**config.mk**
```make
export PLATFORM = sky130hd
export DESIGN_NAME = hazard_stall_unit_flat
export DESIGN_NICKNAME = d
export VERILOG_FILES = /design/src/rtl/hazard_stall_unit_if.sv /design/src/rtl/hazard_stall_unit.sv /design/src/flat_wrapper.sv
export SDC_FILE = /design/constraint.sdc
export NUM_CORES = 1
export LEC_CHECK = 0
export BUFFER_PORTS_ARGS = -buffer_cell sky130_fd_sc_hd__buf_2
export CAP_MARGIN = 10
export CORE_UTILIZATION = 53
export CTS_CLUSTER_SIZE = 10
export DETAILED_ROUTE_END_ITERATION = 8
export GPL_TIMING_DRIVEN = 0
export PLACE_DENSITY = 0.92
export SYNTH_ARGS = -nofsm -noshare
export SYNTH_HDL_FRONTEND = slang
export SYNTH_SLANG_ARGS = --single-unit
```
**constraint.sdc**
```tcl
create_clock -name clk -period 3.9 [get_ports clk]
set_clock_uncertainty 0.05 [all_clocks]
set_input_delay 0.78 -clock clk [delete_from_list [all_inputs] [get_ports clk]]
set_output_delay 0.78 -clock clk [all_outputs]
set_load 0.03 [all_outputs]
```
**src/rtl/hazard_stall_unit_if.sv**
```systemverilog
`default_nettype none
// ============================================================================
//  Module      : hazard_stall_unit_if
//  Description : Hazard inputs from the ID/EX/MEM stages and the stall/flush
//                controls returned to the pipeline registers.
//  Revision    : 1.0 - initial release
// ============================================================================
interface hazard_stall_unit_if #(
    parameter int COUNT_W = 16
);
    // Hazard sources observed in the pipeline
    logic [4:0]         rs1_decode;
    logic [4:0]         rs2_decode;
    logic               uses_rs1_decode;
    logic               uses_rs2_decode;
    logic [4:0]         rd_execute;
    logic               read_memory_enable_execute;
    logic               wre_execute;
    logic               wre_vector_execute;
    logic               vector_start_execute;
    logic               mem_request_memory;
    logic               mem_ready;
    logic               branch_taken_execute;

    // Pipeline register controls and status
    logic               stall_fetch;
    logic               stall_decode;
    logic               stall_execute;
    logic               stall_memory;
    logic               flush_decode;
    logic               flush_execute;
    logic               flush_memory;
    logic               flush_writeback;
    logic               mem_timeout_error;
    logic [COUNT_W-1:0] stall_cycles;
    logic [1:0]         hazard_state;

    // Pipeline side: supplies hazard sources, consumes controls
    modport master (
        output rs1_decode, rs2_decode, uses_rs1_decode, uses_rs2_decode,
        output rd_execute, read_memory_enable_execute, wre_execute,
        output wre_vector_execute, vector_start_execute, mem_request_memory,
        output mem_ready, branch_taken_execute,
        input  stall_fetch, stall_decode, stall_execute, stall_memory,
        input  flush_decode, flush_execute, flush_memory, flush_writeback,
        input  mem_timeout_error, stall_cycles, hazard_state
    );

    // Hazard unit side
    modport slave (
        input  rs1_decode, rs2_decode, uses_rs1_decode, uses_rs2_decode,
        input  rd_execute, read_memory_enable_execute, wre_execute,
        input  wre_vector_execute, vector_start_execute, mem_request_memory,
        input  mem_ready, branch_taken_execute,
        output stall_fetch, stall_decode, stall_execute, stall_memory,
        output flush_decode, flush_execute, flush_memory, flush_writeback,
        output mem_timeout_error, stall_cycles, hazard_state
    );
endinterface
`default_nettype wire

```
**src/rtl/hazard_stall_unit.sv**
```systemverilog
`default_nettype none
// ============================================================================
//  Module      : hazard_stall_unit
//  Description : Stall/flush controller for the 5-stage pipeline. Resolves
//                memory wait states, multi-cycle vector ops, load-use hazards
//                and taken branches, in that priority order.
//  Revision    : 1.0 - initial release
// ============================================================================
module hazard_stall_unit #(
    parameter int VEC_LATENCY = 4,
    parameter int MEM_TIMEOUT = 16,
    parameter int COUNT_W     = 16
) (
    input  wire logic          clk,
    input  wire logic          rst_n,
    hazard_stall_unit_if.slave bus
);

    // Vector countdown holds at most VEC_LATENCY-2; wait counter reaches MEM_TIMEOUT
    localparam int c_VEC_W  = (VEC_LATENCY > 2) ? $clog2(VEC_LATENCY - 1) : 1;
    localparam int c_WAIT_W = $clog2(MEM_TIMEOUT + 1);

    localparam logic [c_VEC_W-1:0]  c_VEC_LOAD = c_VEC_W'(VEC_LATENCY - 2);
    localparam logic [c_VEC_W-1:0]  c_VEC_ONE  = c_VEC_W'(1);
    localparam logic [c_WAIT_W-1:0] c_TIMEOUT  = c_WAIT_W'(MEM_TIMEOUT);
    localparam logic [c_WAIT_W-1:0] c_WAIT_ONE = c_WAIT_W'(1);
    localparam logic [COUNT_W-1:0]  c_CNT_ONE  = COUNT_W'(1);

    typedef enum logic [1:0] {
        ST_IDLE     = 2'b00,
        ST_VEC_BUSY = 2'b01,
        ST_MEM_WAIT = 2'b10
    } state_t;

    state_t              r_state;
    state_t              w_state_next;
    logic [c_VEC_W-1:0]  r_vec_cnt;
    logic [c_VEC_W-1:0]  w_vec_cnt_next;
    logic [c_WAIT_W-1:0] r_wait_cnt;
    logic                r_timeout_error;
    logic [COUNT_W-1:0]  r_stall_cycles;

    logic w_mem_wait;
    logic w_vec_stall;
    logic w_load_use;
    logic w_rs1_hit;
    logic w_rs2_hit;

    logic w_stall_fetch;
    logic w_stall_decode;
    logic w_stall_execute;
    logic w_stall_memory;
    logic w_flush_decode;
    logic w_flush_execute;
    logic w_flush_memory;
    logic w_flush_writeback;

    // Hazard detection; x0 never matches because rd_execute must be non-zero
    always_comb begin
        w_mem_wait  = bus.mem_request_memory && !bus.mem_ready &&
                      (r_wait_cnt != c_TIMEOUT);
        w_vec_stall = ((r_state == ST_IDLE) && bus.vector_start_execute) ||
                      ((r_state == ST_VEC_BUSY) && (r_vec_cnt != '0));
        w_rs1_hit   = bus.uses_rs1_decode && (bus.rs1_decode == bus.rd_execute);
        w_rs2_hit   = bus.uses_rs2_decode && (bus.rs2_decode == bus.rd_execute);
        w_load_use  = bus.read_memory_enable_execute &&
                      (bus.wre_execute || bus.wre_vector_execute) &&
                      (bus.rd_execute != 5'd0) && (w_rs1_hit || w_rs2_hit);
    end

    // Prioritised stall/flush controls, all forced low while reset is held
    always_comb begin
        w_stall_fetch     = 1'b0;
        w_stall_decode    = 1'b0;
        w_stall_execute   = 1'b0;
        w_stall_memory    = 1'b0;
        w_flush_decode    = 1'b0;
        w_flush_execute   = 1'b0;
        w_flush_memory    = 1'b0;
        w_flush_writeback = 1'b0;
        if (rst_n) begin
            if (w_mem_wait) begin
                w_stall_fetch     = 1'b1;
                w_stall_decode    = 1'b1;
                w_stall_execute   = 1'b1;
                w_stall_memory    = 1'b1;
                w_flush_writeback = 1'b1;
            end else if (w_vec_stall) begin
                w_stall_fetch     = 1'b1;
                w_stall_decode    = 1'b1;
                w_stall_execute   = 1'b1;
                w_flush_memory    = 1'b1;
            end else if (w_load_use) begin
                // One bubble: the load moves on to MEM and the hazard clears itself
                w_stall_fetch     = 1'b1;
                w_stall_decode    = 1'b1;
                w_flush_execute   = 1'b1;
            end else if (bus.branch_taken_execute) begin
                w_flush_decode    = 1'b1;
                w_flush_execute   = 1'b1;
            end
        end
    end

    // FSM next state and vector countdown; memory wait freezes the countdown
    always_comb begin
        w_state_next   = r_state;
        w_vec_cnt_next = r_vec_cnt;
        case (r_state)
            ST_IDLE: begin
                if (w_mem_wait) begin
                    w_state_next = ST_MEM_WAIT;
                end else if (bus.vector_start_execute) begin
                    w_state_next   = ST_VEC_BUSY;
                    w_vec_cnt_next = c_VEC_LOAD;
                end
            end
            ST_VEC_BUSY: begin
                if (!w_mem_wait) begin
                    if (r_vec_cnt != '0) begin
                        w_vec_cnt_next = r_vec_cnt - c_VEC_ONE;
                    end else begin
                        // Final cycle: no stall, op leaves EX without retriggering
                        w_state_next = ST_IDLE;
                    end
                end
            end
            ST_MEM_WAIT: begin
                if (!w_mem_wait) begin
                    w_state_next = ST_IDLE;
                end
            end
            default: begin
                w_state_next = ST_IDLE;
            end
        endcase
    end

    // State, counters and sticky timeout flag
    always_ff @(posedge clk or negedge rst_n) begin
        if (!rst_n) begin
            r_state         <= ST_IDLE;
            r_vec_cnt       <= '0;
            r_wait_cnt      <= '0;
            r_timeout_error <= 1'b0;
            r_stall_cycles  <= '0;
        end else begin
            r_state   <= w_state_next;
            r_vec_cnt <= w_vec_cnt_next;
            r_wait_cnt <= w_mem_wait ? (r_wait_cnt + c_WAIT_ONE) : '0;
            if (r_wait_cnt == c_TIMEOUT) begin
                r_timeout_error <= 1'b1;
            end
            if (w_stall_fetch && (r_stall_cycles != '1)) begin
                r_stall_cycles <= r_stall_cycles + c_CNT_ONE;
            end
        end
    end

    assign bus.stall_fetch       = w_stall_fetch;
    assign bus.stall_decode      = w_stall_decode;
    assign bus.stall_execute     = w_stall_execute;
    assign bus.stall_memory      = w_stall_memory;
    assign bus.flush_decode      = w_flush_decode;
    assign bus.flush_execute     = w_flush_execute;
    assign bus.flush_memory      = w_flush_memory;
    assign bus.flush_writeback   = w_flush_writeback;
    assign bus.mem_timeout_error = r_timeout_error;
    assign bus.stall_cycles      = r_stall_cycles;
    assign bus.hazard_state      = r_state;

endmodule
`default_nettype wire

```
**src/flat_wrapper.sv**
```systemverilog
// flat-port wrapper written by rule: the top's interface ports become plain ports
module hazard_stall_unit_flat 
#(
    parameter int VEC_LATENCY = 4,
    parameter int MEM_TIMEOUT = 16,
    parameter int COUNT_W     = 16
)
  (clk, rst_n, bus_rs1_decode, bus_rs2_decode, bus_uses_rs1_decode, bus_uses_rs2_decode, bus_rd_execute, bus_read_memory_enable_execute, bus_wre_execute, bus_wre_vector_execute, bus_vector_start_execute, bus_mem_request_memory, bus_mem_ready, bus_branch_taken_execute, bus_stall_fetch, bus_stall_decode, bus_stall_execute, bus_stall_memory, bus_flush_decode, bus_flush_execute, bus_flush_memory, bus_flush_writeback, bus_mem_timeout_error, bus_stall_cycles, bus_hazard_state);
  hazard_stall_unit_if #(.COUNT_W(COUNT_W)) bus_i ();
  input  wire logic clk;
  input  wire logic rst_n;
  input wire logic [$bits(bus_i.rs1_decode)-1:0] bus_rs1_decode;
  input wire logic [$bits(bus_i.rs2_decode)-1:0] bus_rs2_decode;
  input wire logic [$bits(bus_i.uses_rs1_decode)-1:0] bus_uses_rs1_decode;
  input wire logic [$bits(bus_i.uses_rs2_decode)-1:0] bus_uses_rs2_decode;
  input wire logic [$bits(bus_i.rd_execute)-1:0] bus_rd_execute;
  input wire logic [$bits(bus_i.read_memory_enable_execute)-1:0] bus_read_memory_enable_execute;
  input wire logic [$bits(bus_i.wre_execute)-1:0] bus_wre_execute;
  input wire logic [$bits(bus_i.wre_vector_execute)-1:0] bus_wre_vector_execute;
  input wire logic [$bits(bus_i.vector_start_execute)-1:0] bus_vector_start_execute;
  input wire logic [$bits(bus_i.mem_request_memory)-1:0] bus_mem_request_memory;
  input wire logic [$bits(bus_i.mem_ready)-1:0] bus_mem_ready;
  input wire logic [$bits(bus_i.branch_taken_execute)-1:0] bus_branch_taken_execute;
  output wire logic [$bits(bus_i.stall_fetch)-1:0] bus_stall_fetch;
  output wire logic [$bits(bus_i.stall_decode)-1:0] bus_stall_decode;
  output wire logic [$bits(bus_i.stall_execute)-1:0] bus_stall_execute;
  output wire logic [$bits(bus_i.stall_memory)-1:0] bus_stall_memory;
  output wire logic [$bits(bus_i.flush_decode)-1:0] bus_flush_decode;
  output wire logic [$bits(bus_i.flush_execute)-1:0] bus_flush_execute;
  output wire logic [$bits(bus_i.flush_memory)-1:0] bus_flush_memory;
  output wire logic [$bits(bus_i.flush_writeback)-1:0] bus_flush_writeback;
  output wire logic [$bits(bus_i.mem_timeout_error)-1:0] bus_mem_timeout_error;
  output wire logic [$bits(bus_i.stall_cycles)-1:0] bus_stall_cycles;
  output wire logic [$bits(bus_i.hazard_state)-1:0] bus_hazard_state;
  assign bus_i.rs1_decode = bus_rs1_decode;
  assign bus_i.rs2_decode = bus_rs2_decode;
  assign bus_i.uses_rs1_decode = bus_uses_rs1_decode;
  assign bus_i.uses_rs2_decode = bus_uses_rs2_decode;
  assign bus_i.rd_execute = bus_rd_execute;
  assign bus_i.read_memory_enable_execute = bus_read_memory_enable_execute;
  assign bus_i.wre_execute = bus_wre_execute;
  assign bus_i.wre_vector_execute = bus_wre_vector_execute;
  assign bus_i.vector_start_execute = bus_vector_start_execute;
  assign bus_i.mem_request_memory = bus_mem_request_memory;
  assign bus_i.mem_ready = bus_mem_ready;
  assign bus_i.branch_taken_execute = bus_branch_taken_execute;
  assign bus_stall_fetch = bus_i.stall_fetch;
  assign bus_stall_decode = bus_i.stall_decode;
  assign bus_stall_execute = bus_i.stall_execute;
  assign bus_stall_memory = bus_i.stall_memory;
  assign bus_flush_decode = bus_i.flush_decode;
  assign bus_flush_execute = bus_i.flush_execute;
  assign bus_flush_memory = bus_i.flush_memory;
  assign bus_flush_writeback = bus_i.flush_writeback;
  assign bus_mem_timeout_error = bus_i.mem_timeout_error;
  assign bus_stall_cycles = bus_i.stall_cycles;
  assign bus_hazard_state = bus_i.hazard_state;
  hazard_stall_unit #(.VEC_LATENCY(VEC_LATENCY), .MEM_TIMEOUT(MEM_TIMEOUT), .COUNT_W(COUNT_W)) u_core (.clk(clk), .rst_n(rst_n), .bus(bus_i));
endmodule
```
==> run metrics <==
status=finished clean; Worst EP required=3.07 ns; Longest Clk Path Bufs=2; Worst-path clk slew=0.13 ns; FF-to-FF setup slack=1.62 ns; Detailed Routing Iterations Pass 1=4; crit start category=flop; RSZ-0062 raised after global routing=false; Post CTS Setup Buffer Count=0; Setup TNS=0 ns; antenna fix cells=0; Critical Path Fanout Max=10; Initial Util=58.3%; WL/cell=12.6 um; cts repair resizes=0; average size of a mapped cell=9.49 sq um; count leader, synth=dfrtp_1; Hold-fix buffers, CTS=0; largest net degree at the start of global routing=34; worst r2r path cells=8; die area=3060 sq um; Leak Pwr=0.942 nW; GRT overflow=0; Synth async-reset ratio=100%; fin. max-slew vios=0; CP endpoint kind=output port; Syn Nets=189; post-layout util=70.6%; Tmin final=3.37 ns; met2 Track Usage GR=40.1%; Worst-Margin Slew=0.645 ns; Via density=5.41; synth cell count leaders=dfrtp_1, nor2_1, xnor2_1, xor2_1, nand3_1; Slew HR=57.0%; pwr dens=504 nW/um^2; Yosys warnings=0; R2R Path Start=u_core.r_wait_cnt[0]; Routed Antenna Nets=0; Power Total=0.000921 W; vias in the first global route=1,302; post-synth top area cell=dfrtp_1; initial antenna violation count=0; Placeable Area=2590 sq um; most used routing layer=met2; routability cong.=0.814; final period utilization=86.3%; Fin. Hold Viols=0; CTS sink count=26; share of cells above drive strength 1=29.9%; Max Cap Violations=0; Post-Synthesis Cells=159; Layout Nets=246; cts bufs inserted=3; Post-DP HPWL=2.42 mm; post-synth cell types=34; # rows=18; Layout area overhead=21.2%; FMAX=297 MHz; Clock Latency Late Sink=0.31 ns; clk root buf=clkbuf_4; Post-synth EDFFs=0; drt total wl=3.08 mm; DRT iter0 DRCs=32; Worst R2R End=u_core.bus.stall_cycles[10]; Die X=55.4 um; port bufs=52; Critical Path AT=2.54 ns; Die Y=55.4 um; first-pass GRT wire length=5.38 mm; synthesized flop and latch total=26; IO Pins=53; Mapped Area=1510 sq um; DRC errors left=0; H-tree depth=1; Synth top area share=43.1%; overall routing resource usage=21.8%; final setup vio count=0; CTS tree=built; Seq/Total Area, Yosys=43.1%; HP Class=in2async; grt met1 use=24.0%; Crit Path Class=reg2out; Post-synth top flop=dfrtp_1; Synth area leaders=dfrtp_1, xnor2_1, xor2_1, nor2_1, nand3_1; Worst VDD drop=0.000455 V; vias=1,321; met3 GRT Util=6.79%
-- routing by layer --
| metal | up-vias | wire (um) | part of all wire [%] |
|---|---|---|---|
| li1 | 656 | - | - |
| met1 | 612 | 1260 | 41 |
| met2 | 49 | 1600 | 52 |
| met3 | 4 | 200 | 6.5 |
| met4 | 0 | 25 | 0.81 |
| met5 | - | 0 | 0 |
-- stage by stage --
stage | area [sq um] | hold WS, ns | setup slack [ns] | cells
finish | 1830 | 0.416 | 0.535 | 244
global route | 1830 | 0.440 | 0.296 | 244
CTS | 1830 | 0.433 | 0.509 | 244
detailed placement | 1810 | 0.403 | 0.729 | 241
global placement | 1810 | 0.401 | 0.727 | 241
floorplan | 1510 | 0.405 | 0.743 | 159
-- state kept, by name, indices dropped and copies added (netlist names) --
register and cells:
u_core.bus.hazard_state 2, u_core.bus.stall_cycles 16, u_core.r_vec_cnt 2, u_core.bus.mem_timeout_error 1, u_core.r_wait_cnt 5
-- worst max-delay path, stage by stage (launching register included) --
cell      delay (ns)
dfrtp_1         0.43
inv_1           0.07
ha_1            0.13
nor4bb_1        0.31
or3b_1          0.18
o21a_1          0.18
a21boi_4        0.29
buf_2           0.26
nor2_1          0.07
buf_4           0.15
buf_2           0.16
-- logic make-up (layout without fill, tap and decap cells) --
kind of cell / Yosys count / after routing / share of synthesized area, %
AND/OR/NAND/NOR: 69 / 69 / 24.1
AO/OA/AOI/OAI: 16 / 16 / 7.55
flip-flops: 26 / 26 / 43.1
XOR/XNOR: 27 / 27 / 16.2
multiplexers: 2 / 2 / 1.41
buffers and inverters: 15 / 70 / 4.31
adder cells (fa/ha/maj): 4 / 4 / 3.32
-- worst max path at each step --
stage | end | startpoint | slack (ns) | depth (start not counted)
floorplan | bus_stall_fetch | bus_mem_ready | 0.74 | 6
global placement | bus_stall_fetch | bus_vector_start_execute | 0.73 | 9
detailed placement | bus_stall_fetch | bus_vector_start_execute | 0.73 | 9
CTS | bus_stall_fetch | u_core.r_wait_cnt[0] | 0.51 | 10
global route | bus_stall_fetch | u_core.r_wait_cnt[0] | 0.30 | 10
finish | bus_stall_fetch | u_core.r_wait_cnt[0] | 0.53 | 10
-- cell type report --
cell class,count,area [sq um]
Clock buffer,3,22.5
Tap cell,30,37.5
Multi-Input combinational cell,118,793
Sequential cell,26,651
Timing Repair Buffer,52,260
Buffer,5,27.5
Fill cell,200,761
Inverter,10,37.5
-- report_power, final --
group          internal (W)  switching, W
sequential         0.000321     0.0000623
combinational      0.000154      0.000275
clock             0.0000362     0.0000731
total              0.000511      0.000411
-- cell usage in the layout (no fill, tap or decap), types with 2 or more instances in the layout --
cell / netlist / layout
xnor2_1: 13 / 13
nand3b_1: 2 / 2
nor4b_1: 2 / 2
buf_4: 2 / 2
o22ai_1: 3 / 3
ha_1: 4 / 4
nand4_1: 5 / 5
nor2_1: 18 / 18
clkbuf_1: 2 / 2
xor2_1: 13 / 13
o21ai_0: 2 / 2
clkbuf_4: 0 / 3
nand2_1: 8 / 8
buf_2: 1 / 53
nor3_1: 10 / 10
dfrtp_1: 26 / 26
a21oi_1: 7 / 7
nand3_1: 12 / 12
and3_1: 4 / 4
inv_1: 10 / 10
Power figures use the tool's default switching activity.
